===== config.mk =====
export PLATFORM = sky130hd
export DESIGN_NAME = pie_decoder
export DESIGN_NICKNAME = d
export VERILOG_FILES = /design/src/rtl/rfid6c_pkg.sv /design/src/rtl/pie_edge_sync.sv /design/src/rtl/pie_decoder.sv
export SDC_FILE = /design/constraint.sdc
export NUM_CORES = 1
export LEC_CHECK = 0
export CAP_MARGIN = 15
export CORE_MARGIN = 4
export CORE_UTILIZATION = 30
export DETAILED_ROUTE_END_ITERATION = 7
export GPL_TIMING_DRIVEN = 1
export PLACE_DENSITY_LB_ADDON = 0.3
export SYNTH_ARGS = -nofsm -noshare
export SYNTH_HDL_FRONTEND = slang
export SYNTH_SLANG_ARGS = --single-unit

===== constraint.sdc =====
create_clock -name clk_50m -period 4.62 [get_ports clk_50m]
set_clock_uncertainty 0.1 [all_clocks]
set_input_delay 0.924 -clock clk_50m [delete_from_list [all_inputs] [get_ports clk_50m]]
set_output_delay 0.924 -clock clk_50m [all_outputs]
set_load 0.01 [all_outputs]

===== src/rtl/rfid6c_pkg.sv =====
// Shared types and default timing constants for the 6C tag front-end blocks.
package rfid6c_pkg;

  localparam int DEF_CNT_W      = 14;
  localparam int DEF_DLM_MIN    = 590;
  localparam int DEF_DLM_MAX    = 660;
  localparam int DEF_TARI_MAX   = 1310;
  localparam int DEF_GLITCH_LEN = 4;

  typedef enum logic [2:0] {
    ST_IDLE,
    ST_DLM,
    ST_D0,
    ST_RTC,
    ST_FIRST,
    ST_BITS
  } pie_state_e;

endpackage


===== src/rtl/pie_edge_sync.sv =====
// Synchronizes rd_data and produces registered rise/fall pulses plus the aligned level.
// Optional glitch filter enabled by PIE_GLITCH_FLT_EN.
module pie_edge_sync #(
`ifdef PIE_GLITCH_FLT_EN
  parameter int GLITCH_LEN = 4
`endif
) (
  input  logic clk,
  input  logic rst_n,
  input  logic din,
  output logic rise,
  output logic fall,
  output logic lvl
);

  logic [1:0] sync;
  logic       src;
  logic       prev;

  always_ff @(posedge clk or negedge rst_n) begin
    if (!rst_n) sync <= '0;
    else        sync <= {sync[0], din};
  end

`ifdef PIE_GLITCH_FLT_EN
  localparam int GW = $clog2(GLITCH_LEN + 1);
  logic [GW-1:0] gcnt;
  logic          flt;

  // flt follows sync only after GLITCH_LEN consecutive cycles of disagreement
  always_ff @(posedge clk or negedge rst_n) begin
    if (!rst_n) begin
      gcnt <= '0;
      flt  <= 1'b0;
    end else if (sync[1] == flt) begin
      gcnt <= '0;
    end else if (gcnt == GW'(GLITCH_LEN - 1)) begin
      flt  <= sync[1];
      gcnt <= '0;
    end else begin
      gcnt <= gcnt + 1'b1;
    end
  end

  assign src = flt;
`else
  assign src = sync[1];
`endif

  always_ff @(posedge clk or negedge rst_n) begin
    if (!rst_n) begin
      prev <= 1'b0;
      rise <= 1'b0;
      fall <= 1'b0;
    end else begin
      prev <= src;
      rise <= src & ~prev;
      fall <= ~src & prev;
    end
  end

  assign lvl = prev;

endmodule


===== src/rtl/pie_decoder.sv =====
// PIE command decoder: delimiter/Tari/RTcal/TRcal measurement and bit slicing at RTcal/2.
// Define PIE_GLITCH_FLT_EN to insert the input glitch filter.
module pie_decoder
  import rfid6c_pkg::*;
#(
  parameter int CNT_W    = DEF_CNT_W,
  parameter int DLM_MIN  = DEF_DLM_MIN,
  parameter int DLM_MAX  = DEF_DLM_MAX,
  parameter int TARI_MAX = DEF_TARI_MAX
`ifdef PIE_GLITCH_FLT_EN
  , parameter int GLITCH_LEN = DEF_GLITCH_LEN
`endif
) (
  input  logic             clk_50m,
  input  logic             rst_n,
  input  logic             rd_data,
  input  logic             sys_rst,
  output logic             bit_dat,
  output logic             bit_vld,
  output logic             frm_start,
  output logic             preamble,
  output logic             frm_end,
  output logic             frm_err,
  output logic [CNT_W-1:0] rtcal,
  output logic [CNT_W-1:0] trcal
);

  localparam logic [CNT_W-1:0] CNT_MAX = '1;
  localparam logic [CNT_W-1:0] DMIN    = CNT_W'(DLM_MIN);
  localparam logic [CNT_W-1:0] DMAX    = CNT_W'(DLM_MAX);
  localparam logic [CNT_W-1:0] TMAX    = CNT_W'(TARI_MAX);

  pie_state_e       state, state_nxt;
  logic [CNT_W-1:0] cnt, ivl, tari;
  logic             rise, fall, lvl, sat;
  logic             clr, emit, start_now, err_now, end_now;
  logic             cap_tari, cap_rtcal, cap_trcal, cap_nopre, start_pend;

  pie_edge_sync #(
`ifdef PIE_GLITCH_FLT_EN
    .GLITCH_LEN(GLITCH_LEN)
`endif
  ) u_sync (
    .clk  (clk_50m),
    .rst_n(rst_n),
    .din  (rd_data),
    .rise (rise),
    .fall (fall),
    .lvl  (lvl)
  );

  // cnt is cleared on the edge cycle, so the interval seen this cycle includes it
  assign sat = (cnt == CNT_MAX);
  assign ivl = sat ? cnt : cnt + 1'b1;

  always_ff @(posedge clk_50m or negedge rst_n) begin
    if (!rst_n) state <= ST_IDLE;
    else        state <= state_nxt;
  end

  always_comb begin
    state_nxt = state;
    if (sys_rst) begin
      state_nxt = ST_IDLE;
    end else if (state != ST_IDLE && sat) begin
      state_nxt = ST_IDLE;
    end else begin
      case (state)
        ST_IDLE:  if (fall) state_nxt = ST_DLM;
        ST_DLM: begin
          if (rise)            state_nxt = (ivl >= DMIN && ivl <= DMAX) ? ST_D0 : ST_IDLE;
          else if (ivl > DMAX) state_nxt = ST_IDLE;
        end
        ST_D0: begin
          if (ivl > TMAX) state_nxt = ST_IDLE;
          else if (rise)  state_nxt = ST_RTC;
        end
        ST_RTC:   if (rise) state_nxt = (ivl > tari) ? ST_FIRST : ST_IDLE;
        ST_FIRST: if (rise) state_nxt = ST_BITS;
        ST_BITS:  if (!rise && ivl >= rtcal) state_nxt = ST_IDLE;
        default:  state_nxt = ST_IDLE;
      endcase
    end
  end

  always_comb begin
    clr       = 1'b0;
    emit      = 1'b0;
    start_now = 1'b0;
    err_now   = 1'b0;
    end_now   = 1'b0;
    cap_tari  = 1'b0;
    cap_rtcal = 1'b0;
    cap_trcal = 1'b0;
    cap_nopre = 1'b0;
    if (!sys_rst) begin
      if (state != ST_IDLE && sat) begin
        err_now = 1'b1;
      end else begin
        case (state)
          ST_IDLE: clr = fall;
          ST_DLM:  clr = rise;
          ST_D0: begin
            if (ivl > TMAX) err_now = 1'b1;
            else if (rise) begin
              cap_tari = 1'b1;
              clr      = 1'b1;
            end
          end
          ST_RTC: begin
            if (rise) begin
              if (ivl > tari) begin
                cap_rtcal = 1'b1;
                clr       = 1'b1;
              end else begin
                err_now = 1'b1;
              end
            end
          end
          ST_FIRST: begin
            if (rise) begin
              clr = 1'b1;
              if (ivl > rtcal) begin
                cap_trcal = 1'b1;
              end else begin
                cap_nopre = 1'b1;
                emit      = 1'b1;
                start_now = 1'b1;
              end
            end
          end
          ST_BITS: begin
            if (rise) begin
              clr       = 1'b1;
              emit      = 1'b1;
              start_now = start_pend;
            end else if (ivl >= rtcal) begin
              end_now = lvl;
              err_now = ~lvl;
            end
          end
          default: ;
        endcase
      end
    end
  end

  always_ff @(posedge clk_50m or negedge rst_n) begin
    if (!rst_n) begin
      cnt        <= '0;
      tari       <= '0;
      rtcal      <= '0;
      trcal      <= '0;
      preamble   <= 1'b0;
      start_pend <= 1'b0;
      bit_dat    <= 1'b0;
      bit_vld    <= 1'b0;
      frm_start  <= 1'b0;
      frm_end    <= 1'b0;
      frm_err    <= 1'b0;
    end else begin
      bit_vld   <= emit;
      frm_start <= start_now;
      frm_end   <= end_now;
      frm_err   <= err_now;
      if (emit) bit_dat <= (ivl > (rtcal >> 1));
      if (sys_rst || clr) cnt <= '0;
      else if (!sat)      cnt <= cnt + 1'b1;
      if (cap_tari) tari <= ivl;
      if (cap_rtcal) begin
        rtcal      <= ivl;
        start_pend <= 1'b0;
      end
      if (cap_trcal) begin
        trcal      <= ivl;
        preamble   <= 1'b1;
        start_pend <= 1'b1;
      end
      if (cap_nopre) begin
        trcal    <= '0;
        preamble <= 1'b0;
      end
      if (start_now) start_pend <= 1'b0;
    end
  end

endmodule


* Word level (Yosys, flattened, before mapping)
Index checks and enable logic that the tools add are counted.
** Storage, ports and cells
- Output and inout bits :: 34
- Flip-flop bits (word level) :: 71
- Input port bits :: 4
** Cells by class
- Add/subtract/negate cells :: 1
- $lt $le $gt $ge :: 8
- Reductions and logical operators :: 11
- Equality and inequality tests :: 12
- Mux-type cells :: 65
- Bitwise gates (word level) :: 4
** Operator list (number)
- two-way mux 14 bit :: 4
- two-way mux 1 bit :: 44
- two-way mux 3 bit :: 11
- greater-than comparator 14 bit :: 2
- one-hot mux 3 bit (6 select lines) :: 1
- adder 14 x 1 -> 14 bit (second input constant) :: 1
- == test 14 bit (second input constant) :: 1
- greater-or-equal comparator 14 x 10 -> 1 bit (second input constant) :: 1
- greater-or-equal comparator 14 bit :: 1
- greater-than comparator 14 x 10 -> 1 bit (second input constant) :: 1
- greater-than comparator 14 x 11 -> 1 bit (second input constant) :: 1
- greater-than comparator 14 x 13 -> 1 bit :: 1
- less-or-equal comparator 14 x 10 -> 1 bit (second input constant) :: 1
- != test 4 x 3 -> 1 bit (second input constant) :: 3
- != test 5 x 4 -> 1 bit (second input constant) :: 2
- == test 3 x 2 -> 1 bit (second input constant) :: 2
- == test 3 bit (second input constant) :: 2
- AND reduction 6 bit :: 1
- nonzero test 3 bit :: 2
- one-hot mux 1 bit (5 select lines) :: 1
- != test 4 bit (second input constant) :: 1
- one-hot mux 1 bit (2 select lines) :: 2
- == test 3 x 1 -> 1 bit (second input constant) :: 1
- logical AND 1 bit :: 3
- 9 further kinds :: 11

* Longest topological paths before layout
Gate-level depths: netlist of run 1.
- Word-level depth :: 11
- Mapped depth :: 17
- Depth with buffers taken out :: 16

* Cells and area by module
A second synthesis of run 1 with hierarchy kept.
** Unflattened totals
- Cell total of the unflattened synthesis :: 490
- Area, all modules :: 4600.7 sq um
** Modules (own cells, without submodules)
- pie_decoder :: cells an instance 483, area an instance 4460.5 sq um, instances 1
- pie_edge_sync :: cells an instance 7, area an instance 140.1 sq um, instances 1

* Worst setup path before layout of run 1
OpenSTA, ideal clock, no wires.
- Kind :: reg2reg
- From :: reg cnt[0]
- To :: reg preamble
- Data required time :: 4383 ps
- Arrival :: 3931 ps
- Cell stages (with the launch flop) :: 13
- Setup time :: 137 ps
- Path buffers :: 1
- Path slack :: 453 ps
- Cells stage by stage :: dfrtp_1 ha_1 nand3_2 nor3_1 or4_1 xor2_1 inv_1 ha_1 nand4_1 or3b_2 o31ai_1 clkbuf_1 o21ai_0
** Between the ends
- Word-level cells in the longest chain between the ends :: 9
** RTL lines
- start: declaration :: RTL line pie_decoder.sv:34 : logic [CNT_W-1:0] cnt, ivl, tari;
- start signal: assignment :: RTL line pie_decoder.sv:168 : else if (!sat) cnt <= cnt + 1'b1;
- adder 14 x 1 -> 14 bit or == test 14 bit (tied branches) :: RTL line pie_decoder.sv:54, pie_decoder.sv:53
- two-way mux 14 bit
- greater-than comparator 14 bit :: RTL line pie_decoder.sv:123 : if (ivl > rtcal) begin
- two-way mux 1 bit :: RTL line pie_decoder.sv:123
- two-way mux 1 bit :: RTL line pie_decoder.sv:121 : if (rise) begin
- two-way mux 1 bit :: RTL line pie_decoder.sv:100 : case (state)
- two-way mux 1 bit :: RTL line pie_decoder.sv:97 : if (state != ST_IDLE && sat) begin
- two-way mux 1 bit :: RTL line pie_decoder.sv:96 : if (!sys_rst) begin
- two-way mux 1 bit or nonzero test 2 bit (tied branches)
- end signal: assignment :: RTL line pie_decoder.sv:154 : preamble <= 1'b0;
- end signal: assignment :: RTL line pie_decoder.sv:176 : preamble <= 1'b1;
- end signal: assignment :: RTL line pie_decoder.sv:181 : preamble <= 1'b0;
- end: declaration :: RTL line pie_decoder.sv:21 : output logic preamble,
Several ways; a longest one is shown, not always the timed one.
A chain may end at the register's enable or synchronous reset.

* Worst setup path in the final report of run 1
- From :: reg cnt[0]
- To :: reg state[2]
** Between the ends
- Word-level cells in the longest chain between the ends :: 8
** RTL lines
- adder 14 x 1 -> 14 bit or == test 14 bit (tied branches) :: RTL line pie_decoder.sv:54, pie_decoder.sv:53
- two-way mux 14 bit
- greater-than comparator 14 bit :: RTL line pie_decoder.sv:78 : ST_RTC: if (rise) state_nxt = (ivl > tari) ? ST_FIRST : ST_IDLE;
- two-way mux 3 bit (2 in a row) :: RTL line pie_decoder.sv:78
- one-hot mux 3 bit (6 select lines) :: RTL line pie_decoder.sv:68 : case (state)
- two-way mux 3 bit :: RTL line pie_decoder.sv:65 : end else if (state != ST_IDLE && sat) begin
- two-way mux 3 bit :: RTL line pie_decoder.sv:63 : if (sys_rst) begin
- end signal: assignment :: RTL line pie_decoder.sv:58 : else state <= state_nxt;
- end: declaration :: RTL line pie_decoder.sv:33 : pie_state_e state, state_nxt;
Several ways; a longest one is shown, not always the timed one. The select of a mux whose other input is x is not followed.

==> results of run 1 <==
==> power by group <==
group          switching (mW)  internal (mW)  total (mW)  leakage, nW
Sequential             0.0206          0.632       0.653        0.886
Clock                   0.271          0.429       0.701        0.141
Combinational          0.0888         0.0519       0.141         1.49
Total                   0.381           1.11        1.49         2.52
==> critical path, delay by kind of cell, from the launching register on <==
| family | cells | cell delay (ns) |
|---|---|---|
| simple gates | 5 | 0.85 |
| buf+inv | 2 | 0.34 |
| compound gates | 7 | 1.61 |
| xor+xnor | 1 | 0.23 |
| flops | 1 | 0.48 |
| fa+ha+maj | 2 | 0.64 |
==> flip-flops by register name, summed over array words and instances (netlist names) <==
register and count:
tari 14, u_sync.fall 1, start_pend 1, bit_dat 1, u_sync.rise 1, frm_err 1
bit_vld 1, cnt 14, frm_end 1, trcal 14, preamble 1, rtcal 14
frm_start 1, u_sync.sync 2, u_sync.lvl 1, state 3
==> cells by family after synthesis <==
group / synth area share (%)
xor+xnor: 3.171
simple gates: 17.53
fa+ha+maj: 10.46
mux: 6.976
buf+inv: 5.448
compound gates: 15.48
flops: 40.93
==> worst max-delay path by stage <==
stage,start,to,slack (ns),cells after the start
global placement,cnt[0],state[2],0.40,17
global route,cnt[0],state[2],0.002,17
floorplan,cnt[0],preamble,0.45,12
CTS,cnt[0],state[2],0.38,14
finish,cnt[0],state[2],0.32,17
detailed placement,cnt[0],state[2],0.38,15
==> synth_stat cells (7+ instances only) <==
library cell  count  area share [%]
mux2_2            9             2.3
nand2_1          34             2.9
nor2b_1           7             1.0
xnor2_1           7             1.4
o21ai_0          13             1.5
clkbuf_1         11            0.95
inv_1            43             3.7
a21oi_1          24             2.8
ha_1             33             9.5
nor2_1           33             2.9
o31ai_1          15             2.6
a21o_1            7             1.2
nand3_1          15             1.7
nor3_1           12             1.4
mux2i_1          19             4.4
dfrtp_1          71              41
nand4_1           9             1.3
==> per-layer routing <==
metal | vias up | part of all wire (%) | wire [µm]
li1 | 1728 | - | -
met1 | 1741 | 47 | 5611
met2 | 105 | 45 | 5439
met3 | 13 | 5.9 | 712
met4 | 0 | 1.7 | 207
met5 | - | 0 | 0
==> through the flow <==
stage          setup slack [ns]  hold slack, ns
6_report                 0.3212          0.2497
4_1_cts                  0.3770          0.2504
3_5_place_dp             0.3791          0.2372
3_3_place_gp             0.3975          0.2334
5_1_grt                0.002304          0.2528
2_1_floorplan            0.4525          0.2312
==> final cells by class <==
cell class	instances	area (µm²)
clock inverter	5	58.81
clock buffer	10	239.0
sequential	71	1777
inverter	43	161.4
timing repair buffer	55	503.0
tap	180	225.2
fill	1365	8746
multi-input combinational	319	2332
==> placed cells by master (no fill, tap or decap), types with 5 or more instances in the layout <==
cell and count:
o21ai_0 13, nand4_1 9, nor2_1 33, a21o_1 7, mux2_2 9, a31oi_1 5, xnor2_1 7, inv_1 43
mux2i_1 19, clkbuf_16 9, clkdlybuf4s50_1 36, nand3_1 15, dfrtp_1 71, nor2b_1 7, xor2_1 6, a21oi_1 24
and4_1 5, ha_1 33, nand2_1 34, o31ai_1 14, nor3_1 12, buf_4 19
==> flow_summary.toml, run 1 <==
[status]
status = "completed"

[die]
dieArea_um2 = 16460
start_util_pct = 30.91
fp.dieW_um = 128.3
chipHeight_um = 128.3
rows = 43
ios = 38
core_um2 = 14040

[cts]
cts_tree = "done"
cts_max_path_buffers = 2
clk_pin_slew_ns = 0.06
clock_latency_ns = 0.34
cts_hold_buf = 0
root_buffer = "clkbuf_16"
cts_resized = 0
numCtsBuffers = 9
post-cts-setup-buffers = 0
htree_levels = 3
cts_sinks = 71

[detailed_routing]
routed_via_density = 5.252
drcViolationCount = 0
drt_wl_total_mm = 11.97
first_pass_iters = 4
first_iter_violations = 280
ant_nets = 0
vias = 3587
wl_per_cell_um = 17.53

[setup_path]
cp-start-kind = "register"
worstRegToRegCells = 17
regToRegStartpoint = "cnt[0]"
crit_type = "register to register"
path_cells = "ha_1 > and3_1 > nand3_1 > nand3_1 > xor2_1 > buf_4 > inv_1 > ha_1 > and4_1 > a221oi_1 > a21oi_1 > a211oi_1 > o21ai_0 > o21bai_1 > a21oi_1 > a31oi_1 > or2_2"
end_kind = "register"
cpPeakStageDelay_ns = 0.48
path_max_fanout = 8
critPathSlowestCell = "dfrtp_1"
r2r_slack_ns = 0.32
r2r_end = "state[2]"
cp.required_ns = 4.80
critical_path_arrival_ns = 4.48

[sta]
worstMarginPinSlew_ns = 0.9447
period_minus_slack_ns = 4.299
drv_slew = 0
finalCritPeriodShare_pct = 93.05
setup_viol = 0
rsz0062_at_grt = "no"
hold_viol_final = 0
timing.slew.headroom_pct = 37.02
setup_tns_ns = 0
max_freq_mhz = 232.6

[final_layout]
final_util_pct = 37.72
drive_gt1_share_pct = 11.13
finalNonFillerCells = 683
fin_nets = 536
final_cell_area_um2 = 5296
diodes = 0
area_growth_pct = 22.02

[yosys]
synthesis.nets = 486
synthFlopType = "dfrtp_1"
syn_area_um2 = 4340
netlist-cell-type-count = 66
yosysSeqAreaShare_pct = 40.93
ys_async_sr_fraction_pct = 100.0
synth_edf_count = 0
ys_warn_count = 0
synthCells = 449
ys_ff_latch = 71
avgSynthCellArea_um2 = 9.667

[grt]
grtUsageMet1_pct = 21.58
grt_pass1_vias = 3567
met3_usage_pct = 3.542
grt_max_degree = 72
grt_most_used_layer = "met2"
use_met2_pct = 23.41
grt_antenna_before_repair = 0
grt_usage_pct = 15.50
grt-ovfl-total = 0
grt_pass1_wl_mm = 19.67

[hold_path]
holdPathStages = 0
hold_start = "u_sync.sync[0]"
hold-path-endpoint = "u_sync.sync[1]"
hp-class = "register to register"

[place]
dpl_cell_area_um2 = 4999
dpl.cell_count = 668
dp_hpwl_mm = 8.848
io_buffer_count = 37
gp_congestion = 0.9045

[power]
p_total_mw = 1.494
powerDensity_nw_per_um2 = 282.1
ir_drop_mv = 0.1542
p_leak_nw = 2.517

[job]
maxCapViolations = 0
(Power assumes the default switching activity.)
==> run 2, diff against run 1 <==
Settings changed: PLACE_DENSITY from default to 0.46, PLACE_DENSITY_LB_ADDON 0.3 to default.
==> run 2 against run 1 <==
  * Sequential power hardly changed
  * Combinational power is 4% higher
  * Clock-buffer cell count is 2 higher
  * Critical endpoint is now rtcal[0]
  * Highest routed layer unchanged
==> flow_summary.toml, run 2 (same netlist as run 1, synthesis figures left out) <==
[status]
status = "completed"

[setup_path]
cp-start-kind = "register"
critPathCapture = "rtcal[0]"
end_kind = "register"
critPathLaunch = "cnt[0]"
crit_type = "register to register"
cp.required_ns = 4.74
worstRegToRegCells = 12
regToRegStartpoint = "cnt[0]"
r2r_slack_ns = 0.38
critical_path_arrival_ns = 4.36
r2r_end = "rtcal[0]"
path_max_fanout = 16

[power]
ir_drop_mv = 0.1621
p_total_mw = 1.511
powerDensity_nw_per_um2 = 281.6
p_leak_nw = 2.555

[die]
chipHeight_um = 128.3
fp.dieW_um = 128.3
ios = 38
dieArea_um2 = 16460
core_um2 = 14040
rows = 43
start_util_pct = 30.91

[place]
gp_congestion = 0.8843
dp_hpwl_mm = 9.231
dpl_cell_area_um2 = 5051
io_buffer_count = 37
post-place-ws_ns = 0.3239

[final_layout]
area_growth_pct = 23.64
diodes = 0
final_util_pct = 38.22
fin_nets = 543
layout_commonest_cell = "dfrtp_1"
mostFrequentLayoutCells = "dfrtp_1, inv_1, clkdlybuf4s50_1, nand2_1"
drive_gt1_share_pct = 12.72
multi_input_area_um2 = 2337
nFillCells = 1401
seq_area_um2 = 1777
final_cell_area_um2 = 5366

[detailed_routing]
wl_per_cell_um = 17.68
drt_wl_total_mm = 12.22
drcViolationCount = 0
ant_nets = 0
first_pass_iters = 5
first_iter_violations = 190
routed_via_density = 5.127
vias = 3543

[sta]
finalCritPeriodShare_pct = 91.79
rsz0062_at_grt = "no"
layout_setup_ws_ns = 0.3793
worstMarginPinSlew_ns = 0.9999
setup_tns_ns = 0
timing.slew.headroom_pct = 33.27
max_freq_mhz = 235.8
setup_viol = 0
hold_viol_final = 0
period_minus_slack_ns = 4.241
drv_slew = 0

[cts]
cts_hold_buf = 0
post-cts-setup-buffers = 0
numCtsBuffers = 9
cts_resized = 0
cts_tree = "done"
cts_max_path_buffers = 2
clock_latency_ns = 0.34
cts_sinks = 71
root_buffer = "clkbuf_16"
clk_pin_slew_ns = 0.06
htree_levels = 3

[hold_path]
hp-class = "register to register"
holdPathStages = 0

[grt]
grt-ovfl-total = 0
grt_pass1_wl_mm = 19.69
met3_usage_pct = 3.458
grt_pass1_vias = 3560
grtUsageMet1_pct = 21.81
use_met2_pct = 22.62
grt_max_degree = 72
grt_usage_pct = 15.58
grt_most_used_layer = "met2"
grt_antenna_before_repair = 0

[job]
maxCapViolations = 0
[run 2: cell types whose count changed in the layout (fill, tap and decap cells not counted), sizes merged]
cell    previous run  this run
clkinv             2         1
clkbuf            10        12
buf               19        26
[run 2: final cells by class]
cell class                 instances  area share [%]
sequential                        71           33.11
clock buffer                      12           4.780
tap                              180           4.197
multi-input combinational        319           43.55
inverter                          43           3.008
timing repair buffer              62           10.35
clock inverter                     4           1.003
[run 2: worst max-delay path, stage by stage, from the launching register on]
cell	delay, ns
dfrtp_1	0.47
ha_1	0.29
nand3_2	0.18
nor4_4	0.36
xnor2_1	0.27
inv_1	0.11
ha_1	0.20
maj3_2	0.31
o311ai_2	0.21
a21oi_1	0.10
o22a_1	0.24
nor3b_4	0.83
mux2_2	0.42
[run 2: how the worst min path moves through the flow]
stage / start / to / slack, ns
floorplan: u_sync.sync[0] / u_sync.sync[1] / 0.23
global placement: u_sync.sync[0] / u_sync.sync[1] / 0.23
detailed placement: u_sync.sync[0] / u_sync.sync[1] / 0.24
CTS: u_sync.sync[0] / u_sync.sync[1] / 0.25
global route: u_sync.sync[0] / u_sync.sync[1] / 0.25
finish: u_sync.sync[0] / u_sync.sync[1] / 0.25
[run 2: stage by stage]
step / hold WS [ns] / cells
3_3_place_gp: 0.2349 / 675
4_1_cts: 0.2483 / 691
3_5_place_dp: 0.2355 / 675
2_1_floorplan: 0.2312 / 449
5_1_grt: 0.2538 / 691
6_report: 0.2474 / 691
[run 2: metal layers]
metal / part of all wire, % / up-vias
met5: 0 / -
met1: 49 / 1675
met3: 3.9 / 31
met2: 43 / 82
met4: 3.9 / 0
li1: - / 1755
[run 2: where the power goes]
part           switching (mW)  leakage [nW]  internal, mW  total, mW
sequential             0.0211         0.886         0.632      0.653
clock                   0.263         0.145         0.448      0.711
combinational          0.0888          1.52        0.0580      0.147
